`src/rtl/pilot_mode_ctrl.sv`:
```
// Autopilot mode controller: debounces the helm panel buttons, runs the STBY/CAP
// mode machine, holds the heading setpoint and drives the actuator and LED outputs.
module pilot_mode_ctrl #(
    parameter logic [15:0] DEBOUNCE_CYC = 16'd50000,
    parameter logic [23:0] LONG_CYC     = 24'd2500000,
    parameter logic [23:0] BLINK_CYC    = 24'd12500000,
    parameter logic [8:0]  DEADBAND     = 9'd3
) (
    input  logic       clk,
    input  logic       reset,
    input  logic       bp_stby_i,
    input  logic       bp_babord_i,
    input  logic       bp_tribord_i,
    input  logic [8:0] cap_mesure_i,
    output logic       mode_o,
    output logic [8:0] consigne_o,
    output logic       verin_babord_o,
    output logic       verin_tribord_o,
    output logic       ledstby_o,
    output logic       ledbabord_o,
    output logic       ledtribord_o
);

    typedef enum logic {ST_STBY = 1'b0, ST_CAP = 1'b1} state_t;

    // Arming needs more stable-released samples than the synchroniser holds after reset,
    // so a button held through reset can never arm from the reset values alone.
    localparam logic [16:0] ARM_CYC = {1'b0, DEBOUNCE_CYC} + 17'd2;

    // Button index: 0 = stby, 1 = babord, 2 = tribord
    logic [2:0]       w_raw;
    logic [2:0]       r_sync1, r_sync2, r_db, r_arm;
    logic [2:0][15:0] r_db_cnt;
    logic [2:0][16:0] r_arm_cnt;
    logic [2:0]       w_pressed;

    assign w_raw     = {bp_tribord_i, bp_babord_i, bp_stby_i};
    assign w_pressed = r_arm & ~r_db;

    always_ff @(posedge clk) begin
        if (reset) begin
            r_sync1   <= '1;
            r_sync2   <= '1;
            r_db      <= '1;
            r_arm     <= '0;
            r_db_cnt  <= '0;
            r_arm_cnt <= '0;
        end else begin
            r_sync1 <= w_raw;
            r_sync2 <= r_sync1;
            for (int i = 0; i < 3; i++) begin
                if (r_sync2[i] == r_db[i]) begin
                    r_db_cnt[i] <= '0;
                end else if (r_db_cnt[i] == DEBOUNCE_CYC - 16'd1) begin
                    r_db[i]     <= r_sync2[i];
                    r_db_cnt[i] <= '0;
                end else begin
                    r_db_cnt[i] <= r_db_cnt[i] + 16'd1;
                end

                if (!r_sync2[i]) begin
                    r_arm_cnt[i] <= '0;
                end else if (!r_arm[i]) begin
                    if (r_arm_cnt[i] == ARM_CYC - 17'd1) r_arm[i] <= 1'b1;
                    else r_arm_cnt[i] <= r_arm_cnt[i] + 17'd1;
                end
            end
        end
    end

    // Press classification for babord (0) and tribord (1)
    logic [1:0][23:0] r_press_cnt;
    logic [1:0]       w_short, w_long, w_ev;

    always_ff @(posedge clk) begin
        if (reset) begin
            r_press_cnt <= '0;
        end else begin
            for (int j = 0; j < 2; j++) begin
                if (!w_pressed[j+1]) r_press_cnt[j] <= '0;
                else if (r_press_cnt[j] != LONG_CYC) r_press_cnt[j] <= r_press_cnt[j] + 24'd1;
            end
        end
    end

    always_comb begin
        w_short = '0;
        w_long  = '0;
        for (int j = 0; j < 2; j++) begin
            w_short[j] = !w_pressed[j+1] && (r_press_cnt[j] != '0) && (r_press_cnt[j] < LONG_CYC);
            w_long[j]  = w_pressed[j+1] && (r_press_cnt[j] == LONG_CYC - 24'd1);
        end
    end
    assign w_ev = w_short | w_long;

    logic r_stby_prev;
    logic w_ev_stby;
    assign w_ev_stby = w_pressed[0] & ~r_stby_prev;

    // Setpoint arithmetic, mod 360
    logic       w_cap_ok;
    logic [8:0] w_step_bab, w_step_tri, w_dec;
    logic [9:0] w_sum;
    logic [9:0] w_inc;

    assign w_cap_ok   = (cap_mesure_i <= 9'd359);
    assign w_step_bab = w_long[0] ? 9'd10 : 9'd1;
    assign w_step_tri = w_long[1] ? 9'd10 : 9'd1;
    assign w_dec      = (consigne_o >= w_step_bab) ? (consigne_o - w_step_bab)
                                                   : (consigne_o + 9'd360 - w_step_bab);
    assign w_sum      = {1'b0, consigne_o} + {1'b0, w_step_tri};
    assign w_inc      = (w_sum >= 10'd360) ? (w_sum - 10'd360) : w_sum;

    // Mode FSM
    state_t     r_state, w_state_nxt;
    logic [8:0] r_consigne, w_consigne_nxt;

    always_ff @(posedge clk) begin
        if (reset) begin
            r_state     <= ST_STBY;
            r_consigne  <= '0;
            r_stby_prev <= 1'b0;
        end else begin
            r_state     <= w_state_nxt;
            r_consigne  <= w_consigne_nxt;
            r_stby_prev <= w_pressed[0];
        end
    end

    always_comb begin
        w_state_nxt    = r_state;
        w_consigne_nxt = r_consigne;
        case (r_state)
            ST_STBY: begin
                if (w_ev_stby && w_cap_ok) begin
                    w_state_nxt    = ST_CAP;
                    w_consigne_nxt = cap_mesure_i;
                end
            end
            ST_CAP: begin
                if (w_ev_stby) w_state_nxt = ST_STBY;
                else if (w_ev[0] && !w_ev[1]) w_consigne_nxt = w_dec;
                else if (w_ev[1] && !w_ev[0]) w_consigne_nxt = w_inc[8:0];
            end
            default: w_state_nxt = ST_STBY;
        endcase
    end

    assign mode_o     = (r_state == ST_CAP);
    assign consigne_o = r_consigne;

    // Heading error folded into -179..+180
    logic signed [9:0] w_diff, w_err, w_db_s;
    logic              w_auto_bab, w_auto_tri;

    assign w_diff = $signed({1'b0, r_consigne}) - $signed({1'b0, cap_mesure_i});
    assign w_db_s = $signed({1'b0, DEADBAND});

    always_comb begin
        w_err = w_diff;
        if (w_diff > 10'sd180) w_err = w_diff - 10'sd360;
        else if (w_diff <= -10'sd180) w_err = w_diff + 10'sd360;
    end

    assign w_auto_tri = w_cap_ok && (w_err > w_db_s);
    assign w_auto_bab = w_cap_ok && (w_err < -w_db_s);

    logic        r_verin_bab, r_verin_tri, r_led_bab, r_led_tri, r_led_stby;
    logic [23:0] r_blink_cnt;

    always_ff @(posedge clk) begin
        if (reset) begin
            r_verin_bab <= 1'b0;
            r_verin_tri <= 1'b0;
            r_led_bab   <= 1'b0;
            r_led_tri   <= 1'b0;
            r_led_stby  <= 1'b1;
            r_blink_cnt <= '0;
        end else begin
            if (r_state == ST_CAP) begin
                r_verin_bab <= w_auto_bab;
                r_verin_tri <= w_auto_tri;
            end else begin
                r_verin_bab <= w_pressed[1] & ~w_pressed[2];
                r_verin_tri <= w_pressed[2] & ~w_pressed[1];
            end
            r_led_bab <= w_pressed[1];
            r_led_tri <= w_pressed[2];
            // Blink restarts lit on every CAP entry and is steady-on in STBY
            if (w_state_nxt == ST_STBY || r_state == ST_STBY) begin
                r_blink_cnt <= '0;
                r_led_stby  <= 1'b1;
            end else if (r_blink_cnt == BLINK_CYC - 24'd1) begin
                r_blink_cnt <= '0;
                r_led_stby  <= ~r_led_stby;
            end else begin
                r_blink_cnt <= r_blink_cnt + 24'd1;
            end
        end
    end

    assign verin_babord_o  = r_verin_bab;
    assign verin_tribord_o = r_verin_tri;
    assign ledbabord_o     = r_led_bab;
    assign ledtribord_o    = r_led_tri;
    assign ledstby_o       = r_led_stby;

endmodule

```
`config.mk`:
```
export PLATFORM = sky130hd
export DESIGN_NAME = pilot_mode_ctrl
export DESIGN_NICKNAME = d
export VERILOG_FILES = /design/src/rtl/pilot_mode_ctrl.sv
export SDC_FILE = /design/constraint.sdc
export NUM_CORES = 1
export LEC_CHECK = 0
export ABC_CLOCK_PERIOD_IN_PS = 7470
export CAP_MARGIN = 20
export CORE_MARGIN = 5
export CORE_UTILIZATION = 30
export DETAILED_ROUTE_END_ITERATION = 10
export HOLD_SLACK_MARGIN = 0.02
export PLACE_DENSITY = 0.45
export RECOVER_POWER = 25
export SLEW_MARGIN = 15
export SYNTH_ARGS = -nofsm -noshare
export SYNTH_HDL_FRONTEND = slang
export SYNTH_SLANG_ARGS = --single-unit
```
`constraint.sdc`:
```
create_clock -name clk -period 7.47 [get_ports clk]
set_input_delay 1.8675 -clock clk [delete_from_list [all_inputs] [get_ports clk]]
set_output_delay 1.8675 -clock clk [all_outputs]
set_load 0.05 [all_outputs]
```
---- Word-level counts from Yosys, hierarchy flattened ----
Index checks and enable logic that the tools add are counted.
operators by class
  add/subtract/negate cells ............... 17
  magnitude comparators ................... 9
  eq/ne operators ......................... 17
  mux-type cells .......................... 22
  bitwise gates (word level) .............. 24
  reductions and logical operators ........ 35
operator list
  operator                                                                              number
  24-bit by 1-bit adder with 24-bit output, second input constant                       3
  9-bit 2-to-1 mux                                                                      6
  17-bit by 1-bit adder with 17-bit output, second input constant                       3
  17-bit by 16-bit equality test with 1-bit output, second input constant               3
  16-bit by 1-bit adder with 16-bit output, second input constant                       3
  16-bit equality test, second input constant                                           3
  24-bit by 22-bit equality test with 1-bit output, second input constant               2
  24-bit by 22-bit < comparator with 1-bit output, second input constant                2
  24-bit by 22-bit != test with 1-bit output, second input constant                     2
  24-bit nonzero test                                                                   2
  24-bit equality test, second input constant                                           1
  10-bit 2-to-1 mux                                                                     2
  1-bit inverter                                                                        18
  9-bit case mux with 2 select lines                                                    1
  9-bit by 4-bit subtractor with 9-bit output                                           2
  2-bit AND reduction                                                                   6
  2-bit OR reduction                                                                    6
  3-bit OR reduction                                                                    4
  1-bit logical AND                                                                     11
  10-bit adder, second input constant                                                   1
  9-bit by 4-bit adder with 10-bit output                                               1
  10-bit by 9-bit greater-or-equal comparator with 1-bit output, second input constant  1
  10-bit by 3-bit > comparator with 1-bit output, second input constant                 1
  10-bit by 9-bit > comparator with 1-bit output, second input constant                 1
  other kinds (21)                                                                      39
word-level totals
  register bits after elaboration ......... 199
  bits of input ports ..................... 14
  output and inout bits ................... 15
  logic and storage cells ................. 149

---- Longest topological paths before layout ----
  word-level depth ........................ 12
  gate-level depth with buffers ........... 20
  depth with buffers taken out ............ 20

---- Worst setup path after synthesis ----
OpenSTA, ideal clock, no wires.
  path type ............................... input port to flip-flop
  start point ............................. input cap_mesure_i[4]
  end point ............................... register r_verin_tri (netlist: verin_tribord_o)
  library setup time ...................... 0.091 ns
  data arrival time ....................... 4.686 ns
  data required time ...................... 7.379 ns
  setup slack ............................. 2.693 ns
  stages .................................. 11
  path buffers ............................ 1
  path through ............................ inv_1 > ha_1 > clkbuf_1 > o211a_1 > nor3_1 > a211oi_1 > a211oi_1 > mux2_2 > a221o_1 > and4_1 > a311oi_1
between the ends
  longest elaborated chain between the ends .. 7
  elaborated cells on any way between the ends .. 11
  those cells by class .................... 3 x add/sub; 4 x order compare; 3 x mux; 1 x reduce/logical
RTL lines
  what                                                                             line  source
  start: declaration                                                               14    input logic [8:0] cap_mesure_i,
  9-bit by 9-bit subtractor with 10-bit output                                     156   assign w_diff = $signed({1'b0, r_consigne}) - $signed({1'b0, cap_mesure_i});
  10-bit adder or 10-bit by 9-bit <= comparator with 1-bit output (tied branches)  162   else if (w_diff <= -10'sd180) w_err = w_diff + 10'sd360;
  10-bit 2-to-1 mux                                                                162
  10-bit 2-to-1 mux                                                                161   if (w_diff > 10'sd180) w_err = w_diff - 10'sd360;
  10-bit by 3-bit > comparator with 1-bit output                                   165   assign w_auto_tri = w_cap_ok && (w_err > w_db_s);
  1-bit logical AND (*)                                                            165
  1-bit 2-to-1 mux (*)                                                             180   if (r_state == ST_CAP) begin
  end signal: assignment                                                           182   r_verin_tri <= w_auto_tri;
  end signal: assignment                                                           185   r_verin_tri <= w_pressed[2] & ~w_pressed[1];
  end: declaration                                                                 168   logic r_verin_bab, r_verin_tri, r_led_bab, r_led_tri, r_led_stby;
Every way passes the cells marked *; elsewhere a longest branch is shown, timed or not.
A chain may end at the register's enable or synchronous reset.

---- Final worst setup path ----
  start point ............................. input cap_mesure_i[3]
  end point ............................... register r_verin_tri (netlist: verin_tribord_o)
The elaborated chain is that of the path after synthesis.

==> results.md <==
- Outcome: finished clean
- Mapped Area: 10800 um2
- Critical path data required time: 7.81 ns
- Mux contribution to synthesized area: 1.14%
- H-tree levels: 4
- Unrepaired setup endpoints after global routing: no
- Die Height: 200 um
- Syn Inst Count: 1312
- Met2 Use GR: 19.4%
- Final Hold Viols: 0
- Async set-reset flop share out of synthesis: 0%
- WS Path Type: in2reg
- Post-CTS setup buffers: 0
- Main flop type after synthesis: dfxtp_1
- Pwr/cell area: 173 nW/um2
- Ant. Diodes: 0
- Tcrit/Tclk final: 72.4%
- Synthesis warning total: 0
- Slew margin rel.: 2.82%
- Crit path max fanout: 10
- # Max-Cap Violations: 0
- Crit path cell chain: clkdlybuf4s50_1 -> inv_1 -> ha_1 -> o21ai_1 -> a2111oi_0 -> a211oi_2 -> o41ai_1 -> a21oi_1 -> mux2_2 -> a221o_1 -> and4_1 -> a311oi_1
- Met1 Resource Use GR: 18.0%
- Row count: 69
- DR vias/cell: 4.83
- Nets: 1390
- Number of synthesized flops with an enable pin: 0
- Vias in the first global route: 8307
- # IOs: 29
- Synth Area in XOR/XNOR: 13.2%
- CP Data Arrival Time: 5.74 ns
- Total chip power: 0.00210 W
- Vias: 8699
- Clock skew: 0.0194 ns
- Largest delay share family, worst path: compound AO/OA/AOI/OAI gates
- Post-synthesis net count: 1376
- Initial antenna violation count: 0
- Syn avg cell area: 8.22 um2
- Post-Synth Simple-Gate Area: 27.7%
- Core ar.: 35600 um2
- Top-area cell type share of the netlist area: 36.9%
- CTS Hold Bufs: 0
- Cells after DPL: 1766
- Post-layout util: 34.1%
- CP Capture Type: register
- Largest family of logic cells by synthesized area: simple AND/OR/NAND/NOR gates
- Final wirelength: 24.5 mm
- # resized after CTS: 0
- Yosys top cell by area: dfxtp_1
- Skew-Pair Late Insertion Delay: 0.45 ns
- Max Fclk: 185 MHz
- Global-route wire length before repair: 41.6 mm
- Commonest cells after routing, fill and taps aside: 215 x nor2_1, 199 x dfxtp_1, 106 x nand2_1
- Die width: 200 um
- Total grt overflow: 0
- Finished Cell Area: 12100 um2
- Max rail drop VDD: 0.000152 V
- Worst Tran Pin Value: 1.46 ns
- Commonest non-fill, non-tap cell in the layout: nor2_1
- Detailed Routing Iterations Pass 1: 5
- Area Growth Syn to Fin: 12.3%
- Post-DP Area: 11500 um2
- Fin. max-slew vios: 0
- Detailed Route Iter0 Violations: 421
- Num CTS Buffers: 17
- WP buf/inv: 2
- GRT Total Usage: 12.6%
- Antenna-violating nets left: 0
- CP max stage cell: o41ai_1
- Pleak: 4.22 nW
- Worst-path clk slew: 0.09 ns
- Wirelength per Cell: 13.6 um
- Count of different cell masters after synthesis: 80
- CTS tree: yes
- Met3 Usage GRT: 2.63%
- DRC: 0
- Period minus WS final: 5.41 ns
- Final setup TNS: 0 ns
- Synth top area cells: dfxtp_1 37%, nor2_1 7.5%, xor2_1 6.9%, xnor2_1 6.2%, ha_1 5.2%
- DP HPWL: 17.6 mm
- HP Class: reg2reg
- Starting Density: 30.3%
- Clock Path Buffers: 2
- CP startpoint kind: input pin
- CTS sink cnt: 199
- Compound-cell area share of the yosys netlist: 11.3%
- I/O Buffers: 28
- Setup violations, final: 0
- Die area: 39900 um2
- Root buf cell: clkbuf_16
- Largest net degree at the start of global routing: 28
- Post-Synth Adder-Cell Area: 6.15%
- CP max stage delay: 0.61 ns
- Layout cell share with drive strength beyond 1: 4.56%
- Non-filler instance count after layout: 1800
- GPL Wtd Cong: 0.854
- Sequential cell area fraction in the yosys report: 36.9%
- FF+latch count, synth: 199
- Top Usage Layer GRT: met2
[sequential cells by signal, indices dropped and copies added (netlist names)]
signal           flops
r_stby_prev          1
ledbabord_o          1
mode_o               1
consigne_o           9
r_sync2              3
r_arm                3
r_arm_cnt           51
ledtribord_o         1
ledstby_o            1
verin_babord_o       1
r_db                 3
r_press_cnt         48
verin_tribord_o      1
r_sync1              3
r_blink_cnt         24
r_db_cnt            48
[kinds of logic (layout without fill, tap and decap cells)]
logic type / Yosys count / after routing
adders and majority gates: 50 / 50
DFF: 199 / 199
and+or+nand+nor: 609 / 609
muxes: 12 / 12
xor gates and xnor gates: 162 / 162
buffers and inverters: 102 / 129
AOI/OAI and AO/OA: 178 / 178
[area by class of cell]
| cell class | instances | area [um2] |
|---|---|---|
| clock inverters | 14 | 154 |
| well taps | 461 | 577 |
| clock buffers | 18 | 439 |
| flip-flops and latches | 199 | 3980 |
| repair buffers | 31 | 297 |
| fillers | 3773 | 23500 |
| inverters | 66 | 248 |
| multi-input cells | 1011 | 6420 |
[layer usage]
layer / up-vias / part of all wire, %
met5: - / 0
met4: 0 / 0.84
met3: 10 / 3.3
met2: 90 / 44
met1: 4027 / 52
li1: 4572 / -
[final timing paths]
path	from	end	slack, ns	cells past startpoint
max	cap_mesure_i[3]	verin_tribord_o	2.06	12
min	r_sync1[1]	r_sync2[1]	0.40	1
max reg2reg	r_press_cnt[38]	consigne_o[4]	2.31	16
min reg2reg	r_sync1[1]	r_sync2[1]	0.40	1
[cell usage after synthesis, types with 15 or more instances]
library cell,instances
o21ai_0,37
a211oi_1,15
xor2_1,85
dfxtp_1,199
ha_1,45
a21oi_1,51
clkbuf_1,32
and3_1,36
xnor2_1,76
nor4_1,17
nand2_1,106
nor2_1,215
nor3_1,34
inv_1,64
nand4_1,35
nand3_1,66
or3_1,28
[through the flow]
step	worst slack (ns)	hold slack [ns]
after global placement	1.74	0.394
after CTS	2.13	0.412
after floorplan	2.69	0.389
after detailed placement	1.64	0.396
final	2.06	0.404
after global routing	1.94	0.428
[worst register-to-register path, cell delays in order (launching register included)]
cell,delay [ns]
dfxtp_1,0.34
or4_1,0.56
or4_4,0.45
or4_4,0.59
nor3_4,0.25
nand2_1,0.19
inv_1,0.14
ha_1,0.24
a21o_1,0.20
a31o_2,0.29
and3_1,0.24
o221ai_1,0.40
nand2_1,0.13
a21boi_0,0.45
mux2i_1,0.29
nand2_1,0.08
a311oi_1,0.24
[report_power, final]
group	switching, W	total, W	internal [W]
sequential	0.00000573	0.00107	0.00107
clock	0.000478	0.000937	0.000459
combinational	0.0000514	0.0000870	0.0000355
Power figures use the tool's default switching activity.
